File: src/rtl/riscv_pkg.sv
// Shared fetch-path types and constants.
package riscv_pkg;

    localparam int          XLEN         = 32;
    localparam logic [31:0] NOP_INSTR    = 32'h0000_0013;
    localparam logic [31:0] RESET_PC_DEF = 32'h0000_0000;

    typedef struct packed {
        logic [31:0]     instr;
        logic [XLEN-1:0] pc;
    } fetch_pkt_t;

endpackage

File: src/rtl/fetch_fifo.sv
// Instruction buffer: DEPTH x fetch_pkt_t, registered head, synchronous flush.
// Zero-latency head view; caller must not push when full or pop when empty.
module fetch_fifo
    import riscv_pkg::*;
#(
    parameter  int DEPTH = 2,
    localparam int AW    = $clog2(DEPTH),
    localparam int CW    = AW + 1
) (
    input  logic          clk,
    input  logic          rst,
    input  logic          flush_i,
    input  logic          push_i,
    input  fetch_pkt_t    push_dat_i,
    input  logic          pop_i,
    output fetch_pkt_t    head_dat_o,
    output logic [CW-1:0] count_o,
    output logic          full_o,
    output logic          empty_o
);

    fetch_pkt_t    mem_q [DEPTH];
    logic [AW-1:0] wr_ptr_q, wr_ptr_d;
    logic [AW-1:0] rd_ptr_q, rd_ptr_d;
    logic [CW-1:0] count_q, count_d;

    always_comb begin
        wr_ptr_d = wr_ptr_q;
        rd_ptr_d = rd_ptr_q;
        count_d  = count_q;
        if (flush_i) begin
            wr_ptr_d = '0;
            rd_ptr_d = '0;
            count_d  = '0;
        end else begin
            if (push_i) wr_ptr_d = wr_ptr_q + AW'(1);
            if (pop_i)  rd_ptr_d = rd_ptr_q + AW'(1);
            count_d = count_q + CW'(push_i) - CW'(pop_i);
        end
    end

    always_ff @(posedge clk) begin
        if (!rst) begin
            wr_ptr_q <= '0;
            rd_ptr_q <= '0;
            count_q  <= '0;
        end else begin
            wr_ptr_q <= wr_ptr_d;
            rd_ptr_q <= rd_ptr_d;
            count_q  <= count_d;
        end
    end

    always_ff @(posedge clk) begin
        if (rst && push_i && !flush_i) mem_q[wr_ptr_q] <= push_dat_i;
    end

    assign empty_o = (count_q == '0);
    assign full_o  = (count_q == CW'(DEPTH));
    assign count_o = count_q;

    // Empty buffer shows a NOP at pc 0 so decode never sees stale words.
    always_comb begin
        head_dat_o.instr = NOP_INSTR;
        head_dat_o.pc    = '0;
        if (!empty_o) head_dat_o = mem_q[rd_ptr_q];
    end

endmodule

File: src/rtl/if_fetch_stage.sv
// Fetch front end: owns PC, one request/cycle to 1-cycle imem, words to decode ~2 cycles after request.
// Requests are throttled so buffered + in-flight words never exceed DEPTH; a redirect flushes everything.
module if_fetch_stage
    import riscv_pkg::*;
#(
    parameter int              XLEN     = riscv_pkg::XLEN,
    parameter logic [XLEN-1:0] RESET_PC = RESET_PC_DEF,
    parameter int              DEPTH    = 2
) (
    input  logic            clk,
    input  logic            rst,
    output logic            imem_req,
    output logic [XLEN-1:0] imem_addr,
    input  logic [31:0]     imem_rdata,
    input  logic            redirect_valid,
    input  logic [XLEN-1:0] redirect_pc,
    input  logic            id_ready,
    output logic            id_valid,
    output logic [31:0]     id_instr,
    output logic [XLEN-1:0] id_pc
);

    localparam int CW = $clog2(DEPTH) + 1;

    logic [XLEN-1:0] pc_q, pc_d;
    logic [XLEN-1:0] tag_pc_q, tag_pc_d;
    logic            inflight_q, inflight_d;
    logic            kill_q, kill_d;

    logic            pop, push;
    logic [CW:0]     occ;
    logic [CW-1:0]   fifo_count;
    logic            fifo_full, fifo_empty;
    fetch_pkt_t      push_pkt, head_pkt;

    assign pop      = id_valid && id_ready;
    assign push     = inflight_q && !kill_q;
    assign push_pkt = '{instr: imem_rdata, pc: tag_pc_q};
    assign occ      = {1'b0, fifo_count} + (CW+1)'(inflight_q);

    // Gating with rst keeps the bus quiet while reset is held.
    assign imem_req  = rst && !redirect_valid && (occ < (CW+1)'(DEPTH) + (CW+1)'(pop));
    assign imem_addr = pc_q;

    always_comb begin
        pc_d       = pc_q;
        tag_pc_d   = tag_pc_q;
        inflight_d = imem_req;
        kill_d     = redirect_valid;
        if (redirect_valid) begin
            pc_d = {redirect_pc[XLEN-1:2], 2'b00};
        end else if (imem_req) begin
            pc_d     = pc_q + XLEN'(4);
            tag_pc_d = pc_q;
        end
    end

    always_ff @(posedge clk) begin
        if (!rst) begin
            pc_q       <= RESET_PC;
            tag_pc_q   <= RESET_PC;
            inflight_q <= 1'b0;
            kill_q     <= 1'b0;
        end else begin
            pc_q       <= pc_d;
            tag_pc_q   <= tag_pc_d;
            inflight_q <= inflight_d;
            kill_q     <= kill_d;
        end
    end

    fetch_fifo #(.DEPTH(DEPTH)) u_fifo (
        .clk        (clk),
        .rst        (rst),
        .flush_i    (redirect_valid),
        .push_i     (push),
        .push_dat_i (push_pkt),
        .pop_i      (pop),
        .head_dat_o (head_pkt),
        .count_o    (fifo_count),
        .full_o     (fifo_full),
        .empty_o    (fifo_empty)
    );

    assign id_valid = !fifo_empty;
    assign id_instr = head_pkt.instr;
    assign id_pc    = head_pkt.pc;

    // Offset bits of the target are dropped; full is implied by the occupancy check.
    logic unused_ok;
    assign unused_ok = ^{redirect_pc[1:0], fifo_full};

endmodule

File: config.mk
export PLATFORM = sky130hd
export DESIGN_NAME = if_fetch_stage
export DESIGN_NICKNAME = d
export VERILOG_FILES = /design/src/rtl/riscv_pkg.sv /design/src/rtl/fetch_fifo.sv /design/src/rtl/if_fetch_stage.sv
export SDC_FILE = /design/constraint.sdc
export NUM_CORES = 1
export LEC_CHECK = 0
export CAP_MARGIN = 20
export CORE_ASPECT_RATIO = 1.75
export CORE_MARGIN = 4
export CORE_UTILIZATION = 55
export DETAILED_ROUTE_END_ITERATION = 8
export PLACE_DENSITY = 0.85
export SETUP_SLACK_MARGIN = 0.02
export SLEW_MARGIN = 20
export SYNTH_ARGS = -nofsm -noshare
export SYNTH_HDL_FRONTEND = slang
export SYNTH_SLANG_ARGS = --single-unit
File: constraint.sdc
create_clock -name clk -period 10.2 [get_ports clk]
set_input_delay 1.02 -clock clk [delete_from_list [all_inputs] [get_ports clk]]
set_output_delay 1.02 -clock clk [all_outputs]
set_load 0.02 [all_outputs]
After elaboration in Yosys (flattened, before gate mapping):

Memory sizes are Yosys's and may differ from the RTL's. A register that Yosys moved wholly into a read port is not among the register bits.
Cells that the tools add are included.

* memory bits (writable): 128
* input bits: 68
* latch bits: 0
* ROM bits: 0
* memories: 1
* register bits after elaboration: 70

Memory list
* u_fifo.mem_q: words 2, bits a word 64, read ports 1, clocked after Yosys merged registers in 1, wr ports 1, RTL line fetch_fifo.sv:22 `fetch_pkt_t mem_q [DEPTH];`

* multipliers: 0
* div/mod/pow operators: 0
* bitwise logic cells: 2
* shifts and indexed selects: 0
* reductions and logical operators: 13
* equal/unequal tests: 0
* order comparisons: 1
* muxes and demuxes: 7
* $add $sub $neg: 7

Operator list (number)
* 2-to-1 mux 32 bit: 2
* 2-to-1 mux 64 bit: 1
* adder 32 x 3 -> 32 bit (second input constant): 1
* logical AND 1 bit: 6
* 2-to-1 mux 1 bit: 4
* adder 2 x 1 -> 3 bit: 1
* adder 2 x 1 -> 3 bit (first input constant): 1
* logical NOT 1 bit: 3
* less-than comparator 3 bit: 1
* adder 1 bit (second input constant): 2
* adder 2 x 1 -> 2 bit: 1
* logical NOT 2 bit: 1
* inverter 1 bit: 2
* AND reduction 2 bit: 1
* nonzero test 2 bit: 1
* OR reduction 2 bit: 1
* subtractor 2 x 1 -> 2 bit: 1

Depth between registers and ports, before layout:

* depth in word-level cells: 8
* gate-level depth with buffers: 9
* gate-level depth less buffers: 7

Cells and area by module:

From an unflattened synthesis, not the netlist that was laid out.

* cell total of the unflattened synthesis: 645
* area, all modules: 7952.6 um^2

By module, submodules not included
* fetch_fifo: instances 1, area each 5064.9 um^2, cells an instance 292
* if_fetch_stage: instances 1, area each 2887.8 um^2, cells an instance 353

Least setup slack after synthesis:

Ideal clock, no wire load.

* path kind: input to register
* start point: in rst
* end point: mem u_fifo.mem_q[0][10] in the netlist's numbering (enable)
* setup slack: 5.430 ns
* stages: 5
* arrival: 4.288 ns
* buffers on the path: 1
* path through: clkinv_1 nor2_1 clkbuf_1 nand2_1 nor2_1

* cells in the longest elaborated chain, start to end: 4

Ends and longest elaborated chain
* start, declared: RTL line if_fetch_stage.sv:11 `input logic rst,`
* logical AND 1 bit (2 in a row): RTL line fetch_fifo.sv:55 `if (rst && push_i && !flush_i) mem_q[wr_ptr_q] <= push_dat_i;`
* 2-to-1 mux 1 bit: RTL line fetch_fifo.sv:55
* 2-to-1 mux 1 bit (implied by the code): RTL line fetch_fifo.sv:55
* end, declared: RTL line fetch_fifo.sv:22

Every way passes these cells.

Worst setup path after layout:

* start point: in redirect_valid
* end point: out imem_req

* cells in the longest elaborated chain, start to end: 3

Ends and longest elaborated chain
* start, declared: RTL line if_fetch_stage.sv:15 `input logic redirect_valid,`
* logical NOT 1 bit: RTL line if_fetch_stage.sv:42 `assign imem_req = rst && !redirect_valid && (occ < (CW+1)'(DEPTH) + (CW+1)'(pop));`
* logical AND 1 bit (2 in a row): RTL line if_fetch_stage.sv:42
* end, declared: RTL line if_fetch_stage.sv:12 `output logic imem_req,`

Every way passes these cells.

==> impl_metrics.tcl <==
set metrics [dict create \
    outcome "completed" \
    totalPowerFinal_uw 1630 \
    drt_iter0_drc 290 \
    coreArea_um2 13900 \
    std_cell_rows 57 \
    grt_max_degree 63 \
    crit_arrival_ps 3440 \
    numCtsBuffers 17 \
    track_usage 0.201 \
    place_congestion 0.890 \
    synthAdderAreaFrac 0.00798 \
    startpoint "redirect_valid" \
    ys_warn_count 0 \
    cts_tree "done" \
    cts_root_buf "clkbuf_16" \
    min_period_over_period 0.437 \
    fin_nets 869 \
    synthCells 648 \
    routed_wirelength_um 16300 \
    antenna_found_initial 0 \
    ys_seq_elements 191 \
    portBuffers 159 \
    dieArea_um2 16300 \
    place_inst 954 \
    synthDistinctLibCells 62 \
    avgSynthCellArea_um2 12.1 \
    die_h_um 166 \
    hold_start "tag_pc_q[24]" \
    p_per_area_nw_per_um2 161 \
    finalSetupViolations 0 \
    grt_pass1_vias 5479 \
    worst_slew_pin_slew_ps 1040 \
    slew_headroom 0.304 \
    finClkSkew_ps 11.8 \
    postCtsHoldBufs 0 \
    synth.cell_area_um2 7840 \
    initial_core_util 0.564 \
    critPathCaptureType "output pin" \
    max_freq_mhz 224 \
    ctsHtreeMaxLevel 4 \
    hold_viol 0 \
    vdd_ir_drop_max_uv 131 \
    start_kind "input pin" \
    slew_violations 0 \
    diodes 0 \
    remaining_drc_errors 0 \
    period_minus_slack_ps 4460 \
    cts.sinks 191 \
    areaGrowthSynthToFinish_pct 28.9 \
    reg2reg_slack_ps 7560 \
    die_w_um 98.3 \
    crit_path_max_fanout 39 \
    placed_cell_area_um2 9540 \
    cts-resized-gates 0 \
    yosys.area_share.xor_xnor 0.0179 \
    drive_gt1_frac 0.0717 \
    overflow 0 \
    grt_pass1_wl_um 26500 \
    cap_violations 0 \
    hold_class "flop to flop" \
    synth_edf_count 124 \
    dr_total_vias 5411 \
    synth-simple-area-share 0.144 \
    stdcell_count 986 \
    synth_compound_area_frac 0.0735 \
    rsz0062_at_grt "no" \
    finalSetupTns_ps 0 \
    routedWlPerCell_um 16.5 \
    clkTransAtPathRegs_ps 70 \
    final_cell_area_um2 10100 \
    r2r_start "u_fifo.count_o[0]" \
    dr.pass1.iters 5 \
    synth_top_family_by_area "simple AND/OR/NAND/NOR gates" \
    muxShareOfSynthArea 0.0804 \
    p_leak_uw 0.00343 \
    hpwlAfterDp_um 11400 \
    yosysSeqAreaShare 0.646 \
    ys.flop_type "edfxtp_1" \
    synthArstFlopShare 0 \
    hold_slack_ps 456 \
    critPathKind "input pin to output pin" \
    antenna_left 0 \
    ios 166 \
    clk_latency_ps 420 \
    viasPerCell 5.49 \
    post_cts_buffers 0 \
    critPathRequiredTime_ps 9180 \
    cts_max_path_buffers 2 \
]
## power by group
group | switching [uW] | total (uW) | internal, uW
clock network | 300 | 627 | 327
logic | 72.8 | 144 | 71.1
registers | 22.7 | 860 | 837
## worst paths after layout
kind | endpoint | cells after the start
max | imem_req | 8
min | u_fifo.mem_q[1][24] | 0
max reg2reg | imem_addr[13] | 9
min reg2reg | u_fifo.mem_q[1][24] | 0
## worst max-delay path, cell delays in order
cell             delay (ps)
clkdlybuf4s50_1         450
buf_4                   250
nand2b_1                450
nor2_1                  140
nand2_1                 100
buf_4                   360
inv_1                   100
clkdlybuf4s50_1         550
## cells in the mapped netlist (4+ instances only)
library cell	number	area, um2
a21oi_1	36	180
a31oi_1	7	43.8
buf_1	4	15.0
buf_4	5	37.5
clkbuf_1	25	93.8
dfxtp_1	67	1340
edfxtp_1	124	3720
ha_1	5	62.6
inv_1	9	33.8
mux2i_1	63	631
nand2_1	88	330
nand2b_1	5	31.3
nand3_1	18	90.1
nand4_1	7	43.8
nor2_1	71	267
nor3_1	7	35.0
o211a_1	5	50.1
o21a_1	5	37.5
o21ai_0	19	95.1
or3_1	5	31.3
or4_1	4	30.0
xnor2_1	8	70.1
xor2_1	8	70.1
## cells in the final DEF, fill, tap and decap left out, drive strengths merged, types with 2 or more instances in the layout
cell and count:
xor2 8, clkdlybuf4s50 159, nand4b 2, nor4 3, a31oi 7, clkinv 5, ha 5, buf 7
nand4 9, a32oi 2, mux2i 63, nor3 8, clkbuf 17, nor2 71, nand3 18, xnor2 8
o21a 5, o211a 5, nand2 90, or3 5, nand2b 5, and3 2, conb 4, o2111ai 2
dfxtp 67, edfxtp 124, a21oi 36, nor4b 3, or4 5, and2 4, o21ai 21, inv 19
a32o 2, o211ai 2
## kinds of logic after synthesis
| group | after synthesis |
|---|---|
| AOI/OAI and AO/OA | 92 |
| xor gates and xnor gates | 16 |
| adders and majority gates | 5 |
| buffers and inverters | 50 |
| DFF | 191 |
| muxes | 63 |
| other | 1 |
| and+or+nand+nor | 230 |
## sequential cells by signal (all words and copies together) (netlist names), named ones only
register	cells
imem_addr	30
u_fifo.rd_ptr_q	1
kill_q	1
u_fifo.mem_q	124
u_fifo.count_o	2
inflight_q	1
u_fifo.wr_ptr_q	1
tag_pc_q	30
## routing by layer
layer  share of wire  GRT usage  vias up  wire length, um
li1                -          -     2635                -
met1            0.38      0.219     2549             6120
met2            0.55      0.378      190             8990
met3           0.044     0.0340       37              713
met4           0.028     0.0815        0              454
met5               0          0        -                0
## metrics by stage
stage,worst slack (ps),utilization
detailed placement,5350,0.686
finish,5740,0.727
CTS,5770,0.727
floorplan,5430,-
global route,5460,0.727
global placement,5460,0.686
## final cells by class
class	count	area, um2
multi-input combinational	410	2570
fill	948	3790
sequential	191	5070
timing repair buffer	166	1640
clock buffer	17	425
clock inverter	15	145
tap	177	221
inverter	10	37.5
(Power assumes the default switching activity.)
